<file path="src/rtl/rr_arb_pkg.sv">
// Shared constants and helpers for the round-robin arbitrated output mux.
package rr_arb_pkg;

    localparam int ARB_RR    = 0;
    localparam int ARB_FIXED = 1;

    // Output register occupancy
    typedef enum logic {
        ST_EMPTY = 1'b0,
        ST_FULL  = 1'b1
    } out_state_t;

    function automatic int clog2(input int n);
        int r;
        int v;
        r = 0;
        v = n - 1;
        while (v > 0) begin
            r = r + 1;
            v = v >> 1;
        end
        return r;
    endfunction

    // Select width never drops below one bit, even for degenerate channel counts
    function automatic int sel_w(input int channels);
        return (clog2(channels) < 1) ? 1 : clog2(channels);
    endfunction

endpackage

</file>
<file path="src/rtl/rr_arbiter.sv">
// Round-robin / fixed-priority grant generator. Owns the priority pointer,
// which only moves when the grant is actually taken (advance).
module rr_arbiter
    import rr_arb_pkg::*;
#(
    parameter  int CHANNELS = 4,
    parameter  int ARB_MODE = ARB_RR,
    localparam int SEL_W    = sel_w(CHANNELS)
) (
    input  logic                clk,
    input  logic                reset,
    input  logic [CHANNELS-1:0] req,
    input  logic                advance,
    output logic [CHANNELS-1:0] grant,
    output logic [SEL_W-1:0]    grant_idx
);

    logic [SEL_W-1:0] ptr;
    logic             found;

    // Cyclic search: first pass covers ptr..CHANNELS-1, second pass wraps to 0..ptr-1
    always_comb begin
        grant     = '0;
        grant_idx = '0;
        found     = 1'b0;
        for (int i = 0; i < CHANNELS; i++) begin
            if (!found && req[i] && (ARB_MODE == ARB_FIXED || i >= int'(ptr))) begin
                found     = 1'b1;
                grant[i]  = 1'b1;
                grant_idx = SEL_W'(i);
            end
        end
        for (int i = 0; i < CHANNELS; i++) begin
            if (!found && req[i]) begin
                found     = 1'b1;
                grant[i]  = 1'b1;
                grant_idx = SEL_W'(i);
            end
        end
    end

    // Pointer moves past the winner on acceptance; explicit wrap handles non-power-of-two counts
    always_ff @(posedge clk or posedge reset) begin
        if (reset) begin
            ptr <= '0;
        end else if (advance && ARB_MODE == ARB_RR) begin
            ptr <= (grant_idx == SEL_W'(CHANNELS - 1)) ? '0 : grant_idx + SEL_W'(1);
        end
    end

endmodule

</file>
<file path="src/rtl/rr_arb_mux.sv">
// Registered N-way selector: arbitrates CHANNELS valid/ready requesters into a
// single-entry output register.
//
// state    | meaning
// ---------+--------------------------------------------
// ST_EMPTY | output register holds nothing, out_valid=0
// ST_FULL  | output register holds a beat, out_valid=1
module rr_arb_mux
    import rr_arb_pkg::*;
#(
    parameter  int WIDTH    = 32,
    parameter  int CHANNELS = 4,
    parameter  int ARB_MODE = ARB_RR,
    localparam int SEL_W    = sel_w(CHANNELS)
) (
    input  logic                      clk,
    input  logic                      reset,
    input  logic [CHANNELS-1:0]       req_valid,
    input  logic [CHANNELS*WIDTH-1:0] req_data,
    output logic [CHANNELS-1:0]       req_ready,
    output logic                      out_valid,
    output logic [WIDTH-1:0]          out_data,
    output logic [SEL_W-1:0]          out_sel,
    input  logic                      out_ready
);

    out_state_t          state;
    out_state_t          state_nxt;
    logic [CHANNELS-1:0] grant;
    logic [SEL_W-1:0]    grant_idx;
    logic                can_accept;
    logic                accept;
    logic [WIDTH-1:0]    mux_data;

    rr_arbiter #(
        .CHANNELS (CHANNELS),
        .ARB_MODE (ARB_MODE)
    ) u_arb (
        .clk       (clk),
        .reset     (reset),
        .req       (req_valid),
        .advance   (accept),
        .grant     (grant),
        .grant_idx (grant_idx)
    );

    // Handshake: a slot frees up if the register is empty or being drained this cycle.
    // Reset gating keeps req_ready low while reset is held even though the register looks empty.
    always_comb begin
        can_accept = (state == ST_EMPTY) || out_ready;
        req_ready  = reset ? '0 : (grant & {CHANNELS{can_accept}});
        accept     = |req_ready;
        mux_data   = req_data[int'(grant_idx)*WIDTH +: WIDTH];
    end

    // State register
    always_ff @(posedge clk or posedge reset) begin
        if (reset) begin
            state <= ST_EMPTY;
        end else begin
            state <= state_nxt;
        end
    end

    // Next state: fill on acceptance, empty only on a drain without a refill
    always_comb begin
        state_nxt = state;
        case (state)
            ST_EMPTY: if (accept) state_nxt = ST_FULL;
            ST_FULL:  if (out_ready && !accept) state_nxt = ST_EMPTY;
            default:  state_nxt = ST_EMPTY;
        endcase
    end

    // Output decode
    always_comb begin
        out_valid = (state == ST_FULL);
    end

    // Payload and source index load on acceptance, otherwise hold
    always_ff @(posedge clk or posedge reset) begin
        if (reset) begin
            out_data <= '0;
            out_sel  <= '0;
        end else if (accept) begin
            out_data <= mux_data;
            out_sel  <= grant_idx;
        end
    end

endmodule
</file>
<file path="config.mk">
export PLATFORM = sky130hd
export DESIGN_NAME = rr_arb_mux
export DESIGN_NICKNAME = d
export VERILOG_FILES = /design/src/rtl/rr_arb_pkg.sv /design/src/rtl/rr_arbiter.sv /design/src/rtl/rr_arb_mux.sv
export SDC_FILE = /design/constraint.sdc
export NUM_CORES = 1
export LEC_CHECK = 0
export BUFFER_PORTS_ARGS = -buffer_cell sky130_fd_sc_hd__clkbuf_2
export CAP_MARGIN = 25
export CORE_UTILIZATION = 25
export DETAILED_ROUTE_END_ITERATION = 7
export PLACE_DENSITY = 0.55
export SYNTH_ARGS = -nofsm -noshare
export SYNTH_HDL_FRONTEND = slang
export SYNTH_SLANG_ARGS = --single-unit
</file>
<file path="constraint.sdc">
create_clock -name clk -period 2.6 [get_ports clk]
set_input_delay 0.26 -clock clk [delete_from_list [all_inputs] [get_ports clk]]
set_output_delay 0.26 -clock clk [all_outputs]
set_load 0.02 [all_outputs]
</file>
==> results.json <==
{
  "wl_per_cell_um": 15.77,
  "relSlewSlack_pct": 62.52,
  "io_buffers": 173,
  "wl_met1_um": 4303,
  "grt_pass1_vias": 3070,
  "fmaxAchievable_mhz": 427.2,
  "netlist.area_leader.share_pct": 32.89,
  "hold_buffers": 0,
  "worst_pin_slew_ns": 0.5623,
  "wl_met3_um": 554,
  "viasPerCell": 5.106,
  "antenna_left": 0,
  "dr.pass1.iters": 4,
  "antennaDiodeCount": 0,
  "avgSynthCellArea_um2": 8.770,
  "grt_max_degree": 63,
  "met2_length_um": 4713,
  "required_ns": 2.80,
  "die-height_um": 108.1,
  "gp_congestion": 0.7958,
  "cts_resized": 0,
  "htreeDepth": 2,
  "crit_type": "register to register",
  "cts-root-buf": "clkbuf_8",
  "dpl.hpwl_um": 7013,
  "drt_iter0_drc": 140,
  "pwr-share-clk_pct": 11.0,
  "finalCritPeriodShare_pct": 90.03,
  "regArea_um2": 925.9,
  "cts_tree": "yes",
  "ys_seq_elements": 37,
  "synth_area_um2": 2815,
  "pwr-share-comb_pct": 61.9,
  "min_path_type": "input port to asynchronous set/reset pin",
  "grtUsageTotal_pct": 16.40,
  "ys.flop_type": "dfrtp_1",
  "synth_edf_count": 0,
  "finalSetupTns_ns": 0,
  "drive_above_1_share_pct": 42.58,
  "vdd_drop_max_mv": 0.3496,
  "overflow": 0,
  "dr_total_vias": 3125,
  "fin_skew_ns": 0.003144,
  "clk_pin_slew_ns": 0.07,
  "routed.top_layer": "met4",
  "synth_nets": 456,
  "syn_inst": 321,
  "worstPathArrival_ns": 2.54,
  "rows": 38,
  "antenna_found_initial": 0,
  "yosysSeqAreaShare_pct": 32.89,
  "wl_um": 9654,
  "die-area_um2": 11690,
  "cap_violations": 0,
  "multi_input_comb_area_um2": 1675,
  "nNetsFinal": 607,
  "grt_pass1_wl_um": 15210,
  "grt_setup_unrepaired": "false",
  "yosys-top-cells-count": "a211oi_1, nor3b_1, o21ai_0",
  "critPathLaunchType": "register",
  "worstPathMaxFanout": 38,
  "dpl.cell_count": 605,
  "synth_async_sr_flop_share_pct": 100.0,
  "yosys_warnings": 0,
  "synth_area_leaders": "dfrtp_1, a211oi_1, nor3b_1, o31ai_1, o21ai_0",
  "fin_cells": 612,
  "switching_share_pct": 49.49,
  "power.internal_mw": 1.920,
  "p_leak_nw": 1.716,
  "clock_latency_ns": 0.29,
  "start_util_pct": 25.86,
  "status": "finished clean",
  "fill_cells": 1152,
  "pwr_density_cell_nw_per_um2": 982.9,
  "core_area_um2": 10890,
  "slew_viol_final": 0,
  "p_switching_mw": 1.881,
  "finalCriticalPeriod_ns": 2.341,
  "remaining_drc_errors": 0,
  "post_cts.repair.setup_buffers": 0,
  "io_pins": 174,
  "yosys.cell_types.count": 29,
  "area_delta_synth_final_pct": 37.33,
  "yosysTopAreaCell": "dfrtp_1",
  "hold_viol": 0,
  "crit_path_end_kind": "register",
  "finalSetupViolCount": 0,
  "cts_sinks": 37,
  "chipWidth_um": 108.1,
  "p_seq_share_pct": 27.1,
  "numCtsBuffers": 5,
  "cts_buffer_depth": 2
}
[metal layers]
metal / GRT usage, % / up-vias
met5: 0 / -
met4: 3.229 / 0
met3: 2.773 / 5
met2: 29.03 / 104
met1: 20.84 / 1471
li1: - / 1545
[cells by family (layout without fill, tap and decap cells)]
family / count (synthesis) / count (layout) / share of synthesized area, %
AO/OA/AOI/OAI: 149 / 149 / 36.76
buffers and inverters: 46 / 197 / 8.266
flip-flops: 37 / 37 / 32.89
AND/OR/NAND/NOR: 87 / 87 / 21.38
multiplexers: 2 / 2 / 0.7111
[placed cells by master, fill, tap and decap left out, types with 6 or more instances in the layout]
cell | synthesis | layout
a211oi_1 | 64 | 64
a21oi_1 | 6 | 6
buf_4 | 2 | 11
clkbuf_2 | 0 | 173
clkbuf_8 | 0 | 6
dfrtp_1 | 37 | 37
nor2_1 | 7 | 7
nor3b_1 | 64 | 64
o21ai_0 | 39 | 39
o31ai_1 | 31 | 31
[worst max-delay path, stage by stage, from the launching register on]
cell and delay [ns]:
dfrtp_1 0.50, nand2_1 0.17, a221oi_4 0.40, or2_2 0.56, buf_12 0.28, a211oi_1 0.10
o31ai_1 0.24
[sequential cells by signal, indices dropped and copies added, names as in the netlist]
register,flops
out_valid,1
u_arb.ptr,2
out_sel,2
out_data,32
[stage by stage]
step           power (mW)  area, um2  util (%)  hold slack (ns)  setup slack, ns
2_1_floorplan       2.660       2815         -           0.4429           0.2872
3_3_place_gp        3.393       3780     34.72           0.4225           0.3226
3_5_place_dp        3.436       3780     34.72           0.4292           0.2398
4_1_cts             3.872       3866     35.51           0.1062           0.2336
5_1_grt             4.137       3866     35.51           0.1421          0.03030
6_report            3.800       3866     35.51          0.08726           0.2592
[power by group through the flow]
stage	Clock, mW	Sequential, mW	Combinational [mW]
after floorplan	0	1.32	1.34
after global placement	0	1.03	2.36
after detailed placement	0	1.04	2.39
after CTS	0.443	1.03	2.40
after global routing	0.459	1.06	2.61
final	0.417	1.03	2.35
[path summary, 6_finish.rpt]
path,start,end,slack [ns],cells after the start
setup / recovery,u_arb.ptr[1]$_DFFE_PP0P_,out_data[19]$_DFFE_PP0P_,0.26,6
hold / removal,reset,out_data[27]$_DFFE_PP0P_,0.09,3
setup reg to reg,u_arb.ptr[1]$_DFFE_PP0P_,out_data[19]$_DFFE_PP0P_,0.26,6
hold reg to reg,out_sel[1]$_DFFE_PP0P_,out_sel[1]$_DFFE_PP0P_,0.51,1
max in group asynchronous,reset,out_data[15]$_DFFE_PP0P_,2.16,3
min in group clk,out_ready,out_valid$_DFF_PP0_,0.27,3
[layout make-up]
| type | instances | area share (%) |
|---|---|---|
| tap | 140 | 4.531 |
| sequential | 37 | 23.95 |
| inverter | 4 | 0.3883 |
| clock buffer | 7 | 2.233 |
| timing repair buffer | 186 | 25.57 |
| multi-input combinational | 238 | 43.33 |
Power figures use the tool's default switching activity.
